$ cat config.mk
export PLATFORM = sky130hd
export DESIGN_NAME = lsu_mem_ctrl_flat
export DESIGN_NICKNAME = d
export VERILOG_FILES = /design/src/rtl/lsu_mem_ctrl_if.sv /design/src/rtl/lsu_mem_ctrl.sv /design/src/flat_wrapper.sv
export SDC_FILE = /design/constraint.sdc
export NUM_CORES = 1
export LEC_CHECK = 0
export ABC_AREA = 1
export CORE_MARGIN = 3
export CORE_UTILIZATION = 44
export CTS_BUF_LIST = sky130_fd_sc_hd__clkbuf_4
export CTS_CLUSTER_DIAMETER = 100
export DETAILED_ROUTE_END_ITERATION = 8
export PLACE_DENSITY_LB_ADDON = 0.12
export SYNTH_ARGS = -nofsm -noshare
export SYNTH_HDL_FRONTEND = slang
export SYNTH_SLANG_ARGS = --single-unit
$ cat constraint.sdc
create_clock -name clk -period 4.3 [get_ports clk]
set_clock_uncertainty 0.15 [all_clocks]
set_input_delay 0.645 -clock clk [delete_from_list [all_inputs] [get_ports clk]]
set_output_delay 0.645 -clock clk [all_outputs]
set_load 0.1 [all_outputs]
$ cat src/rtl/lsu_mem_ctrl_if.sv
// Signal bundle between a load/store requester, lsu_mem_ctrl and the data memory.
// master = requester/memory side, slave = the controller.
interface lsu_mem_ctrl_if #(
  parameter int ADDR_WIDTH = 32,
  parameter int DATA_WIDTH = 32
);
  logic                  req_valid;
  logic                  req_ready;
  logic                  req_we;
  logic [2:0]            req_funct3;
  logic [ADDR_WIDTH-1:0] req_addr;
  logic [DATA_WIDTH-1:0] req_wdata;
  logic                  rsp_valid;
  logic [DATA_WIDTH-1:0] rsp_rdata;
  logic                  rsp_err;
  logic                  mem_wr_en;
  logic [2:0]            mem_funct3;
  logic [ADDR_WIDTH-1:0] mem_addr;
  logic [DATA_WIDTH-1:0] mem_wr_data;
  logic [DATA_WIDTH-1:0] mem_rd_data;

  modport master (
    output req_valid, req_we, req_funct3, req_addr, req_wdata, mem_rd_data,
    input  req_ready, rsp_valid, rsp_rdata, rsp_err,
    input  mem_wr_en, mem_funct3, mem_addr, mem_wr_data
  );

  modport slave (
    input  req_valid, req_we, req_funct3, req_addr, req_wdata, mem_rd_data,
    output req_ready, rsp_valid, rsp_rdata, rsp_err,
    output mem_wr_en, mem_funct3, mem_addr, mem_wr_data
  );
endinterface

$ cat src/rtl/lsu_mem_ctrl.sv
// Load/store memory controller: decodes RISC-V widths and flags illegal/misaligned accesses.
// Define LSU_MISALIGN_SPLIT_EN to service misaligned accesses as ascending byte accesses.
module lsu_mem_ctrl #(
  parameter int ADDR_WIDTH = 32,
  parameter int DATA_WIDTH = 32
) (
  input logic           clk,
  input logic           reset,
  lsu_mem_ctrl_if.slave bus
);

`ifdef LSU_MISALIGN_SPLIT_EN
  typedef enum logic [1:0] {IDLE, ACCESS, SPLIT, RESP} state_t;
`else
  typedef enum logic [1:0] {IDLE, ACCESS, RESP} state_t;
`endif

  state_t state, next_state;

  logic                  we_q;
  logic [2:0]            funct3_q;
  logic [ADDR_WIDTH-1:0] addr_q;
  logic [DATA_WIDTH-1:0] wdata_q;
  logic [DATA_WIDTH-1:0] rdata_q;
  logic                  err_q;
  logic                  access_ok;

  function automatic logic legal_code(input logic we, input logic [2:0] f3);
    logic ok;
    if (we) ok = (f3 == 3'b000) || (f3 == 3'b001) || (f3 == 3'b010);
    else    ok = (f3 inside {3'b000, 3'b001, 3'b010, 3'b100, 3'b101});
    return ok;
  endfunction

  function automatic logic misaligned(input logic [2:0] f3, input logic [1:0] a);
    return ((f3[1:0] == 2'b01) && a[0]) || ((f3[1:0] == 2'b10) && (a != 2'b00));
  endfunction

  assign access_ok = legal_code(we_q, funct3_q) && !misaligned(funct3_q, addr_q[1:0]);

`ifdef LSU_MISALIGN_SPLIT_EN
  logic [1:0]            cnt_q;
  logic                  split_last;
  logic [DATA_WIDTH-1:0] split_word;
  logic [DATA_WIDTH-1:0] split_ext;

  // Last byte index is 1 for halfwords and 3 for words.
  assign split_last = (cnt_q == {funct3_q[1], 1'b1});

  always_comb begin
    split_word = rdata_q;
    split_word[{cnt_q, 3'b000} +: 8] = bus.mem_rd_data[7:0];
  end

  always_comb begin
    case (funct3_q)
      3'b001:  split_ext = {{(DATA_WIDTH-16){split_word[15]}}, split_word[15:0]};
      3'b101:  split_ext = {{(DATA_WIDTH-16){1'b0}}, split_word[15:0]};
      default: split_ext = split_word;
    endcase
  end
`endif

  always_ff @(posedge clk or posedge reset) begin
    if (reset) state <= IDLE;
    else       state <= next_state;
  end

  always_comb begin
    next_state = state;
    case (state)
      IDLE: begin
        if (bus.req_valid) begin
`ifdef LSU_MISALIGN_SPLIT_EN
          if (legal_code(bus.req_we, bus.req_funct3) &&
              misaligned(bus.req_funct3, bus.req_addr[1:0]))
            next_state = SPLIT;
          else
`endif
            next_state = ACCESS;
        end
      end
      ACCESS: next_state = RESP;
`ifdef LSU_MISALIGN_SPLIT_EN
      SPLIT: if (split_last) next_state = RESP;
`endif
      RESP:    next_state = IDLE;
      default: next_state = IDLE;
    endcase
  end

  // Result registers are cleared on acceptance so stores and errors respond with zero data.
  always_ff @(posedge clk or posedge reset) begin
    if (reset) begin
      we_q     <= 1'b0;
      funct3_q <= '0;
      addr_q   <= '0;
      wdata_q  <= '0;
      rdata_q  <= '0;
      err_q    <= 1'b0;
`ifdef LSU_MISALIGN_SPLIT_EN
      cnt_q    <= '0;
`endif
    end else begin
      case (state)
        IDLE: begin
          if (bus.req_valid) begin
            we_q     <= bus.req_we;
            funct3_q <= bus.req_funct3;
            addr_q   <= bus.req_addr;
            wdata_q  <= bus.req_wdata;
            rdata_q  <= '0;
            err_q    <= 1'b0;
`ifdef LSU_MISALIGN_SPLIT_EN
            cnt_q    <= '0;
`endif
          end
        end
        ACCESS: begin
          err_q <= !access_ok;
          if (access_ok && !we_q) rdata_q <= bus.mem_rd_data;
        end
`ifdef LSU_MISALIGN_SPLIT_EN
        SPLIT: begin
          cnt_q <= cnt_q + 2'd1;
          if (!we_q) rdata_q <= split_last ? split_ext : split_word;
        end
`endif
        default: ;
      endcase
    end
  end

  always_comb begin
    bus.req_ready   = (state == IDLE);
    bus.rsp_valid   = (state == RESP);
    bus.rsp_err     = (state == RESP) && err_q;
    bus.rsp_rdata   = (state == RESP) ? rdata_q : '0;
    bus.mem_wr_en   = 1'b0;
    bus.mem_funct3  = 3'b010;
    bus.mem_addr    = '0;
    bus.mem_wr_data = '0;
    case (state)
      ACCESS: begin
        if (access_ok) begin
          bus.mem_wr_en   = we_q;
          bus.mem_funct3  = funct3_q;
          bus.mem_addr    = addr_q;
          bus.mem_wr_data = wdata_q;
        end
      end
`ifdef LSU_MISALIGN_SPLIT_EN
      SPLIT: begin
        bus.mem_wr_en   = we_q;
        bus.mem_funct3  = we_q ? 3'b000 : 3'b100;
        bus.mem_addr    = addr_q + ADDR_WIDTH'(cnt_q);
        bus.mem_wr_data = {{(DATA_WIDTH-8){1'b0}}, wdata_q[{cnt_q, 3'b000} +: 8]};
      end
`endif
      default: ;
    endcase
  end

endmodule

$ cat src/flat_wrapper.sv
// flat-port wrapper written by rule: the top's interface ports become plain ports
module lsu_mem_ctrl_flat 
#(
  parameter int ADDR_WIDTH = 32,
  parameter int DATA_WIDTH = 32
)
  (clk, reset, bus_req_valid, bus_req_we, bus_req_funct3, bus_req_addr, bus_req_wdata, bus_mem_rd_data, bus_req_ready, bus_rsp_valid, bus_rsp_rdata, bus_rsp_err, bus_mem_wr_en, bus_mem_funct3, bus_mem_addr, bus_mem_wr_data);
  lsu_mem_ctrl_if #(.ADDR_WIDTH(ADDR_WIDTH), .DATA_WIDTH(DATA_WIDTH)) bus_i ();
  input logic clk;
  input logic reset;
  input wire logic [$bits(bus_i.req_valid)-1:0] bus_req_valid;
  input wire logic [$bits(bus_i.req_we)-1:0] bus_req_we;
  input wire logic [$bits(bus_i.req_funct3)-1:0] bus_req_funct3;
  input wire logic [$bits(bus_i.req_addr)-1:0] bus_req_addr;
  input wire logic [$bits(bus_i.req_wdata)-1:0] bus_req_wdata;
  input wire logic [$bits(bus_i.mem_rd_data)-1:0] bus_mem_rd_data;
  output wire logic [$bits(bus_i.req_ready)-1:0] bus_req_ready;
  output wire logic [$bits(bus_i.rsp_valid)-1:0] bus_rsp_valid;
  output wire logic [$bits(bus_i.rsp_rdata)-1:0] bus_rsp_rdata;
  output wire logic [$bits(bus_i.rsp_err)-1:0] bus_rsp_err;
  output wire logic [$bits(bus_i.mem_wr_en)-1:0] bus_mem_wr_en;
  output wire logic [$bits(bus_i.mem_funct3)-1:0] bus_mem_funct3;
  output wire logic [$bits(bus_i.mem_addr)-1:0] bus_mem_addr;
  output wire logic [$bits(bus_i.mem_wr_data)-1:0] bus_mem_wr_data;
  assign bus_i.req_valid = bus_req_valid;
  assign bus_i.req_we = bus_req_we;
  assign bus_i.req_funct3 = bus_req_funct3;
  assign bus_i.req_addr = bus_req_addr;
  assign bus_i.req_wdata = bus_req_wdata;
  assign bus_i.mem_rd_data = bus_mem_rd_data;
  assign bus_req_ready = bus_i.req_ready;
  assign bus_rsp_valid = bus_i.rsp_valid;
  assign bus_rsp_rdata = bus_i.rsp_rdata;
  assign bus_rsp_err = bus_i.rsp_err;
  assign bus_mem_wr_en = bus_i.mem_wr_en;
  assign bus_mem_funct3 = bus_i.mem_funct3;
  assign bus_mem_addr = bus_i.mem_addr;
  assign bus_mem_wr_data = bus_i.mem_wr_data;
  lsu_mem_ctrl #(.ADDR_WIDTH(ADDR_WIDTH), .DATA_WIDTH(DATA_WIDTH)) u_core (.clk(clk), .reset(reset), .bus(bus_i));
endmodule
# Word level (Yosys, flattened, before mapping)
# Cells that the tools add are included.
# totals
register_bits,103
# op_classes
n_eq_ne,10
muxes,17
n_reduce_logical,19
# op_table
operator,n
$mux 32,7
$pmux 32 s2,1
$eq 3x3->1 const B,2
$mux 3,2
$logic_and 1x1->1,5
$reduce_bool 5->1,1
$eq 2x1->1 const B,2
$eq 2x2->1 const B,2
$mux 1,4
$pmux 2 s2,1
$reduce_and 2->1,2
$reduce_bool 2->1,2
$eq 3x1->1 const B,1
$eq 3x2->1 const B,1
$logic_not 1->1,3
$logic_not 3->1,1
$logic_or 1x1->1,3
$reduce_and 3->1,1
$logic_not 2->1,1
$mux 2,1
$ne 2x1->1 const B,1
$ne 2x2->1 const B,1
$pmux 1 s2,1

# Depth between registers and ports, before layout
# depth
depth_word,8
mapped_depth,8

# Worst setup path after synthesis
# No wires, ideal clock.
# synth_timing
path_type,register -> output
from,reg u_core.state[1]
to,out bus_rsp_err
arrival_ns,3.571
t_required_ns,3.505
slack_ns,-0.066
path_stages_with_launch,6
path_cell_list,dfrtp_1 inv_1 nor2_1 inv_1 buf_1 nor2_1
# synth_via
elab_chain_cells,2
# synth_rtl
item,line_no,text
"start, declared",lsu_mem_ctrl.sv:18,"state_t state, next_state;"
"start signal, assigned",lsu_mem_ctrl.sv:66,else state <= next_state;
$eq 2x2->1,-,
net bus_rsp_valid,flat_wrapper.sv:18,output wire logic [$bits(bus_i.rsp_valid)-1:0] bus_rsp_valid;
$logic_and 1x1->1,lsu_mem_ctrl.sv:137,bus.rsp_err = (state == RESP) && err_q;
"end, declared",flat_wrapper.sv:20,output wire logic [$bits(bus_i.rsp_err)-1:0] bus_rsp_err;
# The timed path passes the listed nets, and every way through them passes these cells.

# Final worst setup path
# layout_timing
from,reg u_core.state[1]
to,out bus_mem_wr_data[4]
# layout_via
elab_chain_cells,2
# layout_rtl
item,line_no,text
$eq 2x1->1,lsu_mem_ctrl.sv:143,case (state)
$mux 32,lsu_mem_ctrl.sv:143,
"end, declared",flat_wrapper.sv:24,output wire logic [$bits(bus_i.mem_wr_data)-1:0] bus_mem_wr_data;
# No other way between the ends.

==> impl.org <==
** Critical path
- Worst setup path class :: register to output pin
- Critical path buffers and inverters :: 4
- The slowest stage of the critical path is the sky130_fd_sc_hd__dfrtp_1 cell.
- The critical path goes through inv_1 > nand2_2 > inv_2 > nand2_2 > buf_4 > nor2_1 > buf_4.
- Critical Path Start Type :: register
- Required @ worst endpoint :: 3.50 ns
- Critical Path Sink Type :: output pin
- For this run, the slowest stage of the critical path takes between 0.4 and 0.5 ns.
- Highest fanout seen on the critical path :: 39
- Arrival time at the worst endpoint :: around 2.8 ns
- The kind of cell with the highest combined delay along the critical path is buffers and inverters.

** Power
- In this run the static leakage power is between 0.003 and 0.004 uW.
- Power spent charging and discharging nets :: 1370 uW
- Of the total power, the clock network draws a little under a fifth.
- VDD IR-drop max :: ~260 uV
- Total power after layout :: about 3200 uW
- Part of the total power dissipated in combinational logic :: about two fifths
- Per report_power, the sequential group accounts for around two fifths of the total.
- Net Sw Frac :: 43.2%
- Cell area power density :: around 460 nW/um2
- Pint :: approximately 1800 uW

** STA
- The count of final hold-check violations was 0.
- Derived from the worst setup path, the maximum achievable clock frequency is 0.275 GHz.
- The worst pin sits at a relative slew slack of about a third.
- Setup Viol. Count Final :: 0
- The worst path uses 84.6% of the clock period.
- The max-slew violation count is 0.
- At the pin with the least slew margin, the transition time is roughly 1.0 ns.
- Shortest clock period the worst path allows after layout :: around 3.6 ns
- Setup repair after global routing left no endpoint under its margin.

** Global routing
- Entering global routing, the biggest net connects 89 pins.
- Initial antenna violation count :: 0
- Summed over all layers, the global routing overflow is 0.
- The first global-routing pass estimated approximately 21000 um of wire.
- In the global route stage, overall resource usage came out at around a fifth.
- Number of global-route vias before repair :: between 4000 and 5000

** Floorplanning
- In this run the vertical extent of the chip is ~110 um.
- The core region is ~11000 um2.
- For this configuration, the core starts out at a cell density of ~45%.
- The die covers about 13000 um2.
- Row Count :: 38
- During I/O placement, the number of pins put on the boundary was 206.
- Die outline width :: 112 um

** Synth
- A synthesized cell averages roughly 7.5 um2.
- Summing the sequential cell areas from Yosys gives 52.2% of the chip area.
- Synthesis-stage register bit count :: just over 100
- Cell area after synthesis :: 4940 um2
- Yosys Warn Count :: 0
- Net Count, Synth :: ~760
- Gate count of the mapped netlist :: ~660
- Number of unique standard cell types used by synthesis :: 19

** Place
- Half-perimeter wire length after placement :: just over 9000 um
- RePlAce Congestion :: 0.792
- Count of buffers inserted at the top-level ports :: 205
- Placed Instance Area :: around 6700 um2

** Drt
- Ratio of routed vias to standard cells :: between 4 and 5
- For this block, the initial DRC count from the detailed router was 408.
- In the routed design, unresolved DRC markers number 0.
- After detailed routing, the total wire length is between 10000 and 15000 um.
- For this run, the detailed router's first-pass iteration total came to 5.
- Wire length per cell after detailed routing :: about 13 um
- Number of vias in the routed layout :: approximately 4600
- Antenna-violating nets left :: 0

** Layout
- Summing all multi-input logic gate instances after layout gives 1620 um2.
- Relative to the synthesized area, the layout overhead comes to 39.8%.
- Most common library cell in the layout ignoring fill and taps :: sky130_fd_sc_hd__nand2_1
- The library cells used most frequently in the layout, excluding fill and tap cells, are sky130_fd_sc_hd__nand2_1 (137), sky130_fd_sc_hd__inv_1 (136), sky130_fd_sc_hd__nor2_1 (136), sky130_fd_sc_hd__buf_4 (106), sky130_fd_sc_hd__clkdlybuf4s50_1 (104).
- Registers take about 2600 um2.
- With fillers left out, the area of the finished cells amounts to between 6000 and 7000 um2.
- Fraction of final layout cells with drive strength greater than 1 :: between 10% and 20%
- The layout has 987 filler cells.
- At the end of the flow, the number of nets in the layout was between 900 and 1000.
- The repair_antennas step left the layout with diodes totalling 0.

** CTS
- The tree built by TritonCTS fans out to slightly above 100 sinks.
- The later pin in the worst-skew pair is clocked with a latency of about 0.42 ns.
- TritonCTS built the clock tree.
- Post-CTS resize count :: 0
- Hold repair after CTS inserted 0 buffers.
- Clk buf depth :: 2
- In this run the clock root is driven by a sky130_fd_sc_hd__clkbuf_4.
- Once the clock tree was built, the setup fixing pass inserted 0 buffers.
- Clock-pin slew on the worst setup and hold paths :: 0.15 ns
- The H-tree was split into 3 levels.
- Total CTS buffers :: 9

** Flow run
- Max-cap violations :: 0

** Min path
- The path class of the tightest hold or removal check is register to register.

** Outcome
- Outcome :: finished, final reports clean
==> path summary, 6_finish.rpt <==
check | cells after the start | slack [ns] | start | end
max | 7 | 0.66 | u_core.state[1] | bus_mem_wr_data[4]
min | 2 | 0.38 | u_core.rdata_q[5] | u_core.rdata_q[5]
max reg2reg | 7 | 1.62 | u_core.state[1] | u_core.rdata_q[22]
min reg2reg | 2 | 0.38 | u_core.rdata_q[5] | u_core.rdata_q[5]
max in group asynchronous | 3 | 2.46 | reset | u_core.addr_q[26]
min in group asynchronous | 2 | 0.59 | reset | u_core.rdata_q[3]
==> state kept, by name (all words and copies together), names as in the netlist <==
register and count:
u_core.addr_q 32, u_core.err_q 1, u_core.funct3_q 3, u_core.rdata_q 32
u_core.state 2, u_core.wdata_q 32, u_core.we_q 1
==> cells by family after synthesis <==
group,Yosys count,synth area share (%)
AOI/OAI and AO/OA,69,7.67
buffers and inverters,176,15.0
DFF,103,52.2
and+or+nand+nor,313,25.1
==> synthesized netlist by cell type, drive strengths merged <==
cell    instances  share of area [%]
clkbuf          7               0.53
buf            30                3.9
dfrtp         103                 52
a21oi           1               0.10
inv           139                 11
o21ai          68                7.6
nand2         142                 11
nor2          137                 11
nor3            1               0.10
nand3          33                3.3
==> worst min-delay path, cell delays in order, from the launching register on <==
cell and delay [ns]:
sky130_fd_sc_hd__dfrtp_1 0.37, sky130_fd_sc_hd__nand3_1 0.07, sky130_fd_sc_hd__nand2_1 0.06
==> power groups by stage <==
| stage | Sequential (uW) | Clock (uW) | Combinational [uW] |
|---|---|---|---|
| after global routing | 1280 | 655 | 1430 |
| after floorplan | 1250 | 0 | 1030 |
| after global placement | 1270 | 0 | 1310 |
| final | 1250 | 589 | 1320 |
| after CTS | 1250 | 612 | 1330 |
| after detailed placement | 1280 | 0 | 1330 |
==> routing by layer <==
layer	track usage, %	vias up	wire [um]
li1	-	2291	-
met1	27.2	2100	5420
met2	33.3	161	6100
met3	5.82	8	999
met4	5.37	0	121
met5	0	-	0
==> final cells by class <==
class	instances	area share (%)
clock inverter	5	1.41
multi-input combinational	382	23.5
sequential	103	37.3
tap	140	2.54
timing repair buffer	210	26.6
inverter	139	7.61
clock buffer	10	1.09
==> through the flow <==
stage / hold WS, ns / cells / setup WS, ns / utilization, % / setup TNS (ns)
after floorplan: 0.326 / 661 / -0.0658 / - / -1.98
after global placement: 0.339 / 974 / 1.18 / 61.9 / 0
after detailed placement: 0.343 / 974 / 1.13 / 61.9 / 0
after CTS: 0.378 / 989 / 0.601 / 63.5 / 0
after global routing: 0.402 / 989 / 0.378 / 63.5 / 0
final: 0.376 / 989 / 0.662 / 63.5 / 0
(Power assumes the default switching activity.)
